`src/rtl/fetch_unit.sv`:
```
// Instruction-fetch stage: PC generation, in-order imem reads, small instruction FIFO,
// registered insn/pc to decode. Define FETCH_PERF_EN to add fetch/bubble perf counters.
module fetch_unit #(
  parameter logic [31:0] RESET_PC  = 32'h0040_0000,
  parameter int unsigned BUF_DEPTH = 2
) (
  input  logic        clock,
  input  logic        reset_n,
  output logic        imem_req,
  output logic [31:0] imem_addr,
  input  logic        imem_ready,
  input  logic        imem_rvalid,
  input  logic [31:0] imem_rdata,
  input  logic        stall,
  input  logic        redirect_valid,
  input  logic [31:0] redirect_pc,
  output logic [31:0] insn,
  output logic [31:0] pc,
  output logic        enable_decode
`ifdef FETCH_PERF_EN
  ,
  output logic [31:0] perf_fetched,
  output logic [31:0] perf_bubbles
`endif
);

  localparam int unsigned PtrW = (BUF_DEPTH > 1) ? $clog2(BUF_DEPTH) : 1;
  localparam int unsigned CntW = PtrW + 1;

  typedef enum logic [1:0] {StIdle, StRun, StDrain} state_e;

  state_e          state_q, state_d;
  logic [31:0]     fetch_pc_q, fetch_pc_d;
  logic [31:0]     ret_pc_q, ret_pc_d;
  logic [CntW-1:0] outstanding_q, outstanding_d;
  logic [CntW-1:0] discard_q, discard_d;
  logic [CntW-1:0] count_q, count_d;
  logic [PtrW-1:0] rd_ptr_q, rd_ptr_d;
  logic [PtrW-1:0] wr_ptr_q, wr_ptr_d;
  logic [31:0]     buf_insn_q [BUF_DEPTH];
  logic [31:0]     buf_pc_q   [BUF_DEPTH];
  logic [31:0]     insn_q, insn_d;
  logic [31:0]     pc_q, pc_d;
  logic            valid_q, valid_d;

  logic            accept, push, pop;
  logic [CntW-1:0] inflight_after;
  logic [CntW:0]   credits_used;

  // Requests still owed to us once this cycle's response (if any) is consumed.
  assign inflight_after = outstanding_q - CntW'(imem_rvalid);
  assign credits_used   = {1'b0, outstanding_q} + {1'b0, count_q};

  assign imem_req  = (state_q == StRun) && (credits_used < (CntW + 1)'(BUF_DEPTH)) &&
                     !redirect_valid;
  assign imem_addr = fetch_pc_q;
  assign accept    = imem_req && imem_ready;
  assign push      = imem_rvalid && !redirect_valid && (discard_q == '0);
  assign pop       = !redirect_valid && !stall && (count_q != '0);

  assign insn          = insn_q;
  assign pc            = pc_q;
  assign enable_decode = valid_q;

  always_comb begin
    fetch_pc_d    = fetch_pc_q;
    ret_pc_d      = ret_pc_q;
    outstanding_d = outstanding_q;
    discard_d     = discard_q;
    count_d       = count_q;
    rd_ptr_d      = rd_ptr_q;
    wr_ptr_d      = wr_ptr_q;
    insn_d        = insn_q;
    pc_d          = pc_q;
    valid_d       = valid_q;

    if (redirect_valid) begin
      // Flush wins over stall and over any word returning this cycle.
      fetch_pc_d    = {redirect_pc[31:2], 2'b00};
      ret_pc_d      = {redirect_pc[31:2], 2'b00};
      discard_d     = inflight_after;
      outstanding_d = inflight_after;
      count_d       = '0;
      rd_ptr_d      = '0;
      wr_ptr_d      = '0;
      valid_d       = 1'b0;
    end else begin
      if (accept) fetch_pc_d = fetch_pc_q + 32'd4;
      outstanding_d = outstanding_q + CntW'(accept) - CntW'(imem_rvalid);
      if (imem_rvalid && (discard_q != '0)) discard_d = discard_q - 1'b1;
      if (push) begin
        wr_ptr_d = wr_ptr_q + 1'b1;
        ret_pc_d = ret_pc_q + 32'd4;
      end
      if (pop) begin
        rd_ptr_d = rd_ptr_q + 1'b1;
        insn_d   = buf_insn_q[rd_ptr_q];
        pc_d     = buf_pc_q[rd_ptr_q];
        valid_d  = 1'b1;
      end else if (!stall) begin
        valid_d = 1'b0;
      end
      count_d = count_q + CntW'(push) - CntW'(pop);
    end
  end

  always_comb begin
    state_d = state_q;
    unique case (state_q)
      StIdle:  state_d = StRun;
      StRun:   if (redirect_valid && (inflight_after != '0)) state_d = StDrain;
      StDrain: if (discard_d == '0) state_d = StRun;
      default: state_d = StIdle;
    endcase
  end

  always_ff @(posedge clock or negedge reset_n) begin
    if (!reset_n) begin
      state_q       <= StIdle;
      fetch_pc_q    <= RESET_PC;
      ret_pc_q      <= RESET_PC;
      outstanding_q <= '0;
      discard_q     <= '0;
      count_q       <= '0;
      rd_ptr_q      <= '0;
      wr_ptr_q      <= '0;
      insn_q        <= '0;
      pc_q          <= '0;
      valid_q       <= 1'b0;
    end else begin
      state_q       <= state_d;
      fetch_pc_q    <= fetch_pc_d;
      ret_pc_q      <= ret_pc_d;
      outstanding_q <= outstanding_d;
      discard_q     <= discard_d;
      count_q       <= count_d;
      rd_ptr_q      <= rd_ptr_d;
      wr_ptr_q      <= wr_ptr_d;
      insn_q        <= insn_d;
      pc_q          <= pc_d;
      valid_q       <= valid_d;
    end
  end

  // Storage needs no reset; occupancy is tracked by count_q.
  always_ff @(posedge clock) begin
    if (push) begin
      buf_insn_q[wr_ptr_q] <= imem_rdata;
      buf_pc_q[wr_ptr_q]   <= ret_pc_q;
    end
  end

`ifdef FETCH_PERF_EN
  always_ff @(posedge clock or negedge reset_n) begin
    if (!reset_n) begin
      perf_fetched <= '0;
      perf_bubbles <= '0;
    end else begin
      if (pop) perf_fetched <= perf_fetched + 32'd1;
      if ((state_q == StRun) && !stall && (count_q == '0)) perf_bubbles <= perf_bubbles + 32'd1;
    end
  end
`endif

`ifndef SYNTHESIS
  // Credit accounting makes this unreachable; firing means the bookkeeping broke.
  push_overflow: assert property (@(posedge clock) disable iff (!reset_n)
    !(push && (count_q == CntW'(BUF_DEPTH))));
`endif

endmodule

```
`config.mk`:
```
export PLATFORM = sky130hd
export DESIGN_NAME = fetch_unit
export DESIGN_NICKNAME = d
export VERILOG_FILES = /design/src/rtl/fetch_unit.sv
export SDC_FILE = /design/constraint.sdc
export NUM_CORES = 1
export LEC_CHECK = 0
export ABC_AREA = 1
export CAP_MARGIN = 20
export CORE_MARGIN = 2
export CORE_UTILIZATION = 50
export CTS_BUF_LIST = sky130_fd_sc_hd__clkbuf_2 sky130_fd_sc_hd__clkbuf_4 sky130_fd_sc_hd__clkbuf_8
export CTS_CLUSTER_DIAMETER = 50
export DETAILED_ROUTE_END_ITERATION = 10
export HOLD_SLACK_MARGIN = 0.08
export PLACE_DENSITY = 0.7
export SYNTH_ARGS = -nofsm -noshare
export SYNTH_HDL_FRONTEND = slang
export SYNTH_SLANG_ARGS = --single-unit
```
`constraint.sdc`:
```
create_clock -name clock -period 11.9 [get_ports clock]
set_clock_uncertainty 0.2 [all_clocks]
set_input_delay 2.38 -clock clock [delete_from_list [all_inputs] [get_ports clock]]
set_output_delay 2.38 -clock clock [all_outputs]
set_load 0.01 [all_outputs]
```
==> reports/results.ini, run 1 <==
[place]
placed_area_mm2=0.0134
port_buffers=161
dp_cells=1636
place_hpwl_um=17200
dpl_worst_slack_ps=5840
gp_congestion=0.891

[cts]
cts_num_sinks=257
postCtsSetupBuffers=0
cts_tree=built
clockBufferDepth=3
clkTransAtPathRegs_ps=60
clock_latency_ps=550
holdBufCountCts=0
root_buffer=clkbuf_8
htree_num_levels=2
cts_resized=0
cts_buffers=44

[min_path]
hold_class=reg -> reg
hold_start=pc[13]

[critical_path]
cp_num_buf_inv=3
cp_cell_sequence=buf_2 > buf_4 > nor2_4 > clkdlybuf4s50_1
worst_ep_arrival_time_ps=3480
crit_start=redirect_valid
required_ps=9320
crit_fanout=45
critical_path_class=in -> out
regToRegStartpoint=outstanding_q[0]
crit_path_end_kind=output pin
worstSetupStartpointType=input pin
slowest_delay_ps=540
cp_slowest_cell=clkdlybuf4s50_1
path_delay_family=buffers and inverters

[detailed_routing]
wl_per_cell_um=15.5
drt_first_pass_iters=5
antenna_left=0
drc=0
first_iter_violations=488
routed_via_density=5.14
routed-via-count=8836
finalWirelength_um=26600

[timing]
worst_slack_ps=5840
slew_headroom=0.378
worst_pin_slew_ps=931
maxSlewViolCount=0
rsz0062_at_grt=no
setup_viol=0
tns_ps=0
final-hold-violation-count=0
fmax_mhz=165
fin_hold_ws_ps=279
period_share=0.509
final.min_clock_period_ps=6060

[logic_synthesis]
synth_most_common_cell=nand2_1
yosys-top-cells-count=nand2_1 (355), inv_1 (143), o21ai_0 (133), dfrtp_1 (131), edfxtp_1 (124)
synth_ff_type=dfrtp_1
synth-edff-count=124
ys_seq_area_frac=0.608
yosysTopAreaCell=edfxtp_1
synth_area_leaders=edfxtp_1 (32%), dfrtp_1 (28%), nand2_1 (11%)
synth-async-reset-ratio=0.518
ys_ff_latch=257
synth_area_mm2=0.0116
synth_top_area_frac=0.321
syn_area_per_cell_um2=9.44
netlist_instances=1228
yosysWarnings=0
yosys.cell_types.count=40

[grt]
grtUsageTotal=0.220
grt_pass1_wl_um=42600
grt_pass1_vias=8500
grt-ovfl-total=0
antenna_found_initial=0
grt_max_degree=127

[power]
power.density_mw_per_mm2=199
p_leak_nw=6.11
power_mw=2.86
max-vdd-ir-drop_mv=0.0759

[cells_and_area]
syn_to_final_growth_pct=24.0
drive_above_1_share=0.0900
nets=1477
final_cells=1718
antennaDiodeCount=0
design_area_mm2=0.0144
finalCoreUtilization=0.633

[die]
initial_core_util=0.511
fp.dieW_um=156
die_y_um=156
die_area_mm2=0.0244
rows=55
pin_count=168
coreArea_mm2=0.0227

[flow_run]
maxCapViolCount=0

[run_status]
status=finished, final reports clean

## placed cells by master, fill, tap and decap left out, types with 2 or more instances in the layout
master             n
o211ai_1          19
ha_1               8
nor2_1            70
nand3b_1           4
bufinv_16          3
dfstp_2            2
nor3_1             5
nand2_1          355
a21oi_1           22
dfrtp_1          130
o21ai_0          133
clkinv_2           5
nor2_2             9
clkinv_1           5
o21ai_1           16
nand3_1           61
nand2_2            4
edfxtp_1         124
o21bai_1           8
nand2_4            3
inv_2              5
buf_4              7
xor2_1            17
nand3_2            3
clkbuf_4          15
a31oi_1            2
clkinvlp_4         3
inv_1            143
nor2_4            10
conb_1             4
nor3_2             2
xnor2_1            3
nand4_1           10
clkbuf_8          49
nor3_4             2
clkdlybuf4s50_1  159
## worst register-to-register path, cell delays in order, from the launching register on
cell and delay (ps):
dfrtp_1 410, nand2_1 80, inv_1 50, fa_1 440, nor2_1 180, nand2_2 110
nor2_4 90, nand2_1 340, nand2_2 440, inv_2 280, nand2_1 130, nand2_1 50
o21bai_1 150
## area by class of cell
cell class                      count  area [µm²]
Clock buffer                       64         787
Clock inverter                     17         169
Fill cell                        1900        8330
Inverter                          149         561
Multi-Input combinational cell    777        3770
Sequential cell                   257        7060
Tap cell                          285         357
Timing Repair Buffer              169        1680
## worst paths after layout
kind,depth (start not counted),endpoint,slack [ps]
max in group asynchronous,2,rd_ptr_q,8410
min in group asynchronous,1,insn[8],1660
setup / recovery,4,imem_req,5840
hold / removal,2,pc[13],280
hold reg to reg,2,pc[13],280
setup reg to reg,12,imem_addr[13],8850
## metal layers
layer  up-vias  wire length [µm]  GRT usage
met5         -                 0          0
met4         0               388     0.0568
met3        32              2100     0.0498
met2       309             12400      0.359
met1      4139             11700      0.301
li1       4356                 -          -
## logic make-up (layout without fill, tap and decap cells)
family	count (synthesis)	count (layout)	share of synthesized area
buffers and inverters	197	399	0.0687
adder cells (fa/ha/maj)	9	9	0.0104
AO/OA/AOI/OAI	204	204	0.0952
XOR/XNOR	20	20	0.0151
flip-flops	257	257	0.608
AND/OR/NAND/NOR	540	540	0.202
other	1	4	0.000323
## flip-flops by register name (all words and copies together), names as in the netlist, 2 cells and up
name,count
buf_insn_q,64
state_q,2
insn,32
outstanding_q,2
discard_q,2
count_q,2
ret_pc_q,30
buf_pc_q,60
imem_addr,30
pc,30
## power by group
part | leakage (nW) | switching (mW) | total, mW | internal (mW)
clock | 0.496 | 0.355 | 0.849 | 0.493
sequential | 2.75 | 0.152 | 1.29 | 1.14
combinational | 2.86 | 0.366 | 0.728 | 0.362
No activity file was read; power rests on OpenSTA's default activity.
==> inputs of run 2 (changes only) <==
clock period = 5.85 ns   (was 11.9 ns; I/O delays follow)
==> reports/results.ini, run 2 (same netlist as run 1, synthesis figures left out) <==
[grt]
antenna_found_initial=0
grt_max_degree=127
grt_pass1_vias=8365
grt_pass1_wl_um=41700
grt-ovfl-total=0
grtUsageTotal=0.216

[die]
coreArea_mm2=0.0227
die_area_mm2=0.0244
pin_count=168
die_y_um=156
initial_core_util=0.511
fp.dieW_um=156
rows=55

[cts]
root_buffer=clkbuf_8
clockBufferDepth=3
postCtsSetupBuffers=0
htree_num_levels=2
clock_latency_ps=540
holdBufCountCts=0
cts_resized=0
clkTransAtPathRegs_ps=60
cts_buffers=42
cts_tree=built
cts_num_sinks=257

[detailed_routing]
drt_first_pass_iters=5
finalWirelength_um=26000
routed-via-count=8793
first_iter_violations=653
routed_via_density=5.13
antenna_left=0
wl_per_cell_um=15.1
drc=0

[place]
place_hpwl_um=17100
port_buffers=161
gp_congestion=0.872
dp_cells=1636
placed_area_mm2=0.0134
dpl_worst_slack_ps=2010

[cells_and_area]
nets=1475
syn_to_final_growth_pct=23.3
finalCoreUtilization=0.629
antennaDiodeCount=0
final_common_cell=nand2_1
final_cell_mix=nand2_1 (355), clkdlybuf4s50_1 (159), inv_1 (143)
final_cells=1715
design_area_mm2=0.0143
top_register=buf_insn_q
largest_reg_flops=64
drive_above_1_share=0.0853

[timing]
rsz0062_at_grt=no
final-hold-violation-count=0
fin_hold_ws_ps=280
setup_viol=0
period_share=0.655
final.min_clock_period_ps=3830
fmax_mhz=261
maxSlewViolCount=0
worst_slack_ps=2020
slew_headroom=0.368
tns_ps=0
worst_pin_slew_ps=948

[min_path]
hold_depth=2
hold_class=reg -> reg

[power]
max-vdd-ir-drop_mv=0.152
power_mw=5.64
power.density_mw_per_mm2=395
p_leak_nw=6.07

[critical_path]
critical_path_class=in -> out
cp_num_buf_inv=2
worstRegToRegCells=13
required_ps=4480
path_delay_family=buffers and inverters
worst_ep_arrival_time_ps=2460
crit_path_end_kind=output pin
cp_cell_sequence=buf_2 > nor2_4 > clkdlybuf4s50_1
crit_fanout=45
worstSetupStartpointType=input pin
slowest_delay_ps=690
cp.depth=3
cp_slowest_cell=buf_2

[run_status]
status=finished, final reports clean

[flow_run]
maxCapViolCount=0

run 2: cell types whose count changed in the layout (fill, tap and decap cells not counted), sizes merged:
cell and delta:
clkinv +7, clkbuf -5, bufinv -3, clkinvlp -3
inv +1
run 2: report_power, final:
part / internal (mW) / switching [mW] / leakage (nW)
clock network: 0.840 / 0.694 / 0.455
logic: 0.742 / 0.756 / 2.87
registers: 2.31 / 0.295 / 2.75
total: 3.89 / 1.75 / 6.07
run 2: final timing paths:
kind                                    endpoint        startpoint  slack (ps)
worst max-delay path                    imem_req    redirect_valid        2020
worst min-delay path                    insn[27]          insn[27]         280
max in group asynchronous          imem_addr[14]           reset_n        3860
min in group asynchronous                insn[5]           reset_n         550
worst min register to register          insn[27]          insn[27]         280
worst max register to register  outstanding_q[1]  outstanding_q[0]        2810
run 2: final cells by class:
cell class | instances | area, µm²
clock buffers | 59 | 756
flip-flops and latches | 257 | 7060
inverters | 149 | 561
fillers | 1857 | 8420
well taps | 285 | 357
repair buffers | 169 | 1700
clock inverters | 19 | 91.3
multi-input cells | 777 | 3770
run 2: routing by layer:
layer / share of wire / vias up / global-route usage
li1: - / 4358 / -
met1: 0.45 / 4082 / 0.295
met2: 0.46 / 300 / 0.348
met3: 0.070 / 53 / 0.0449
met4: 0.020 / 0 / 0.0695
met5: 0 / - / 0
run 2: worst register-to-register path, stage by stage, from the launching register on:
cell     delay (ps)
dfrtp_1         400
nand2_1          70
inv_1            40
fa_1            430
nor2_1          170
nand2_2         110
nor2_4           90
nand2_1         330
ha_1            430
inv_1            40
ha_1            180
xor2_1          160
xnor2_1         130
o21ai_0          90
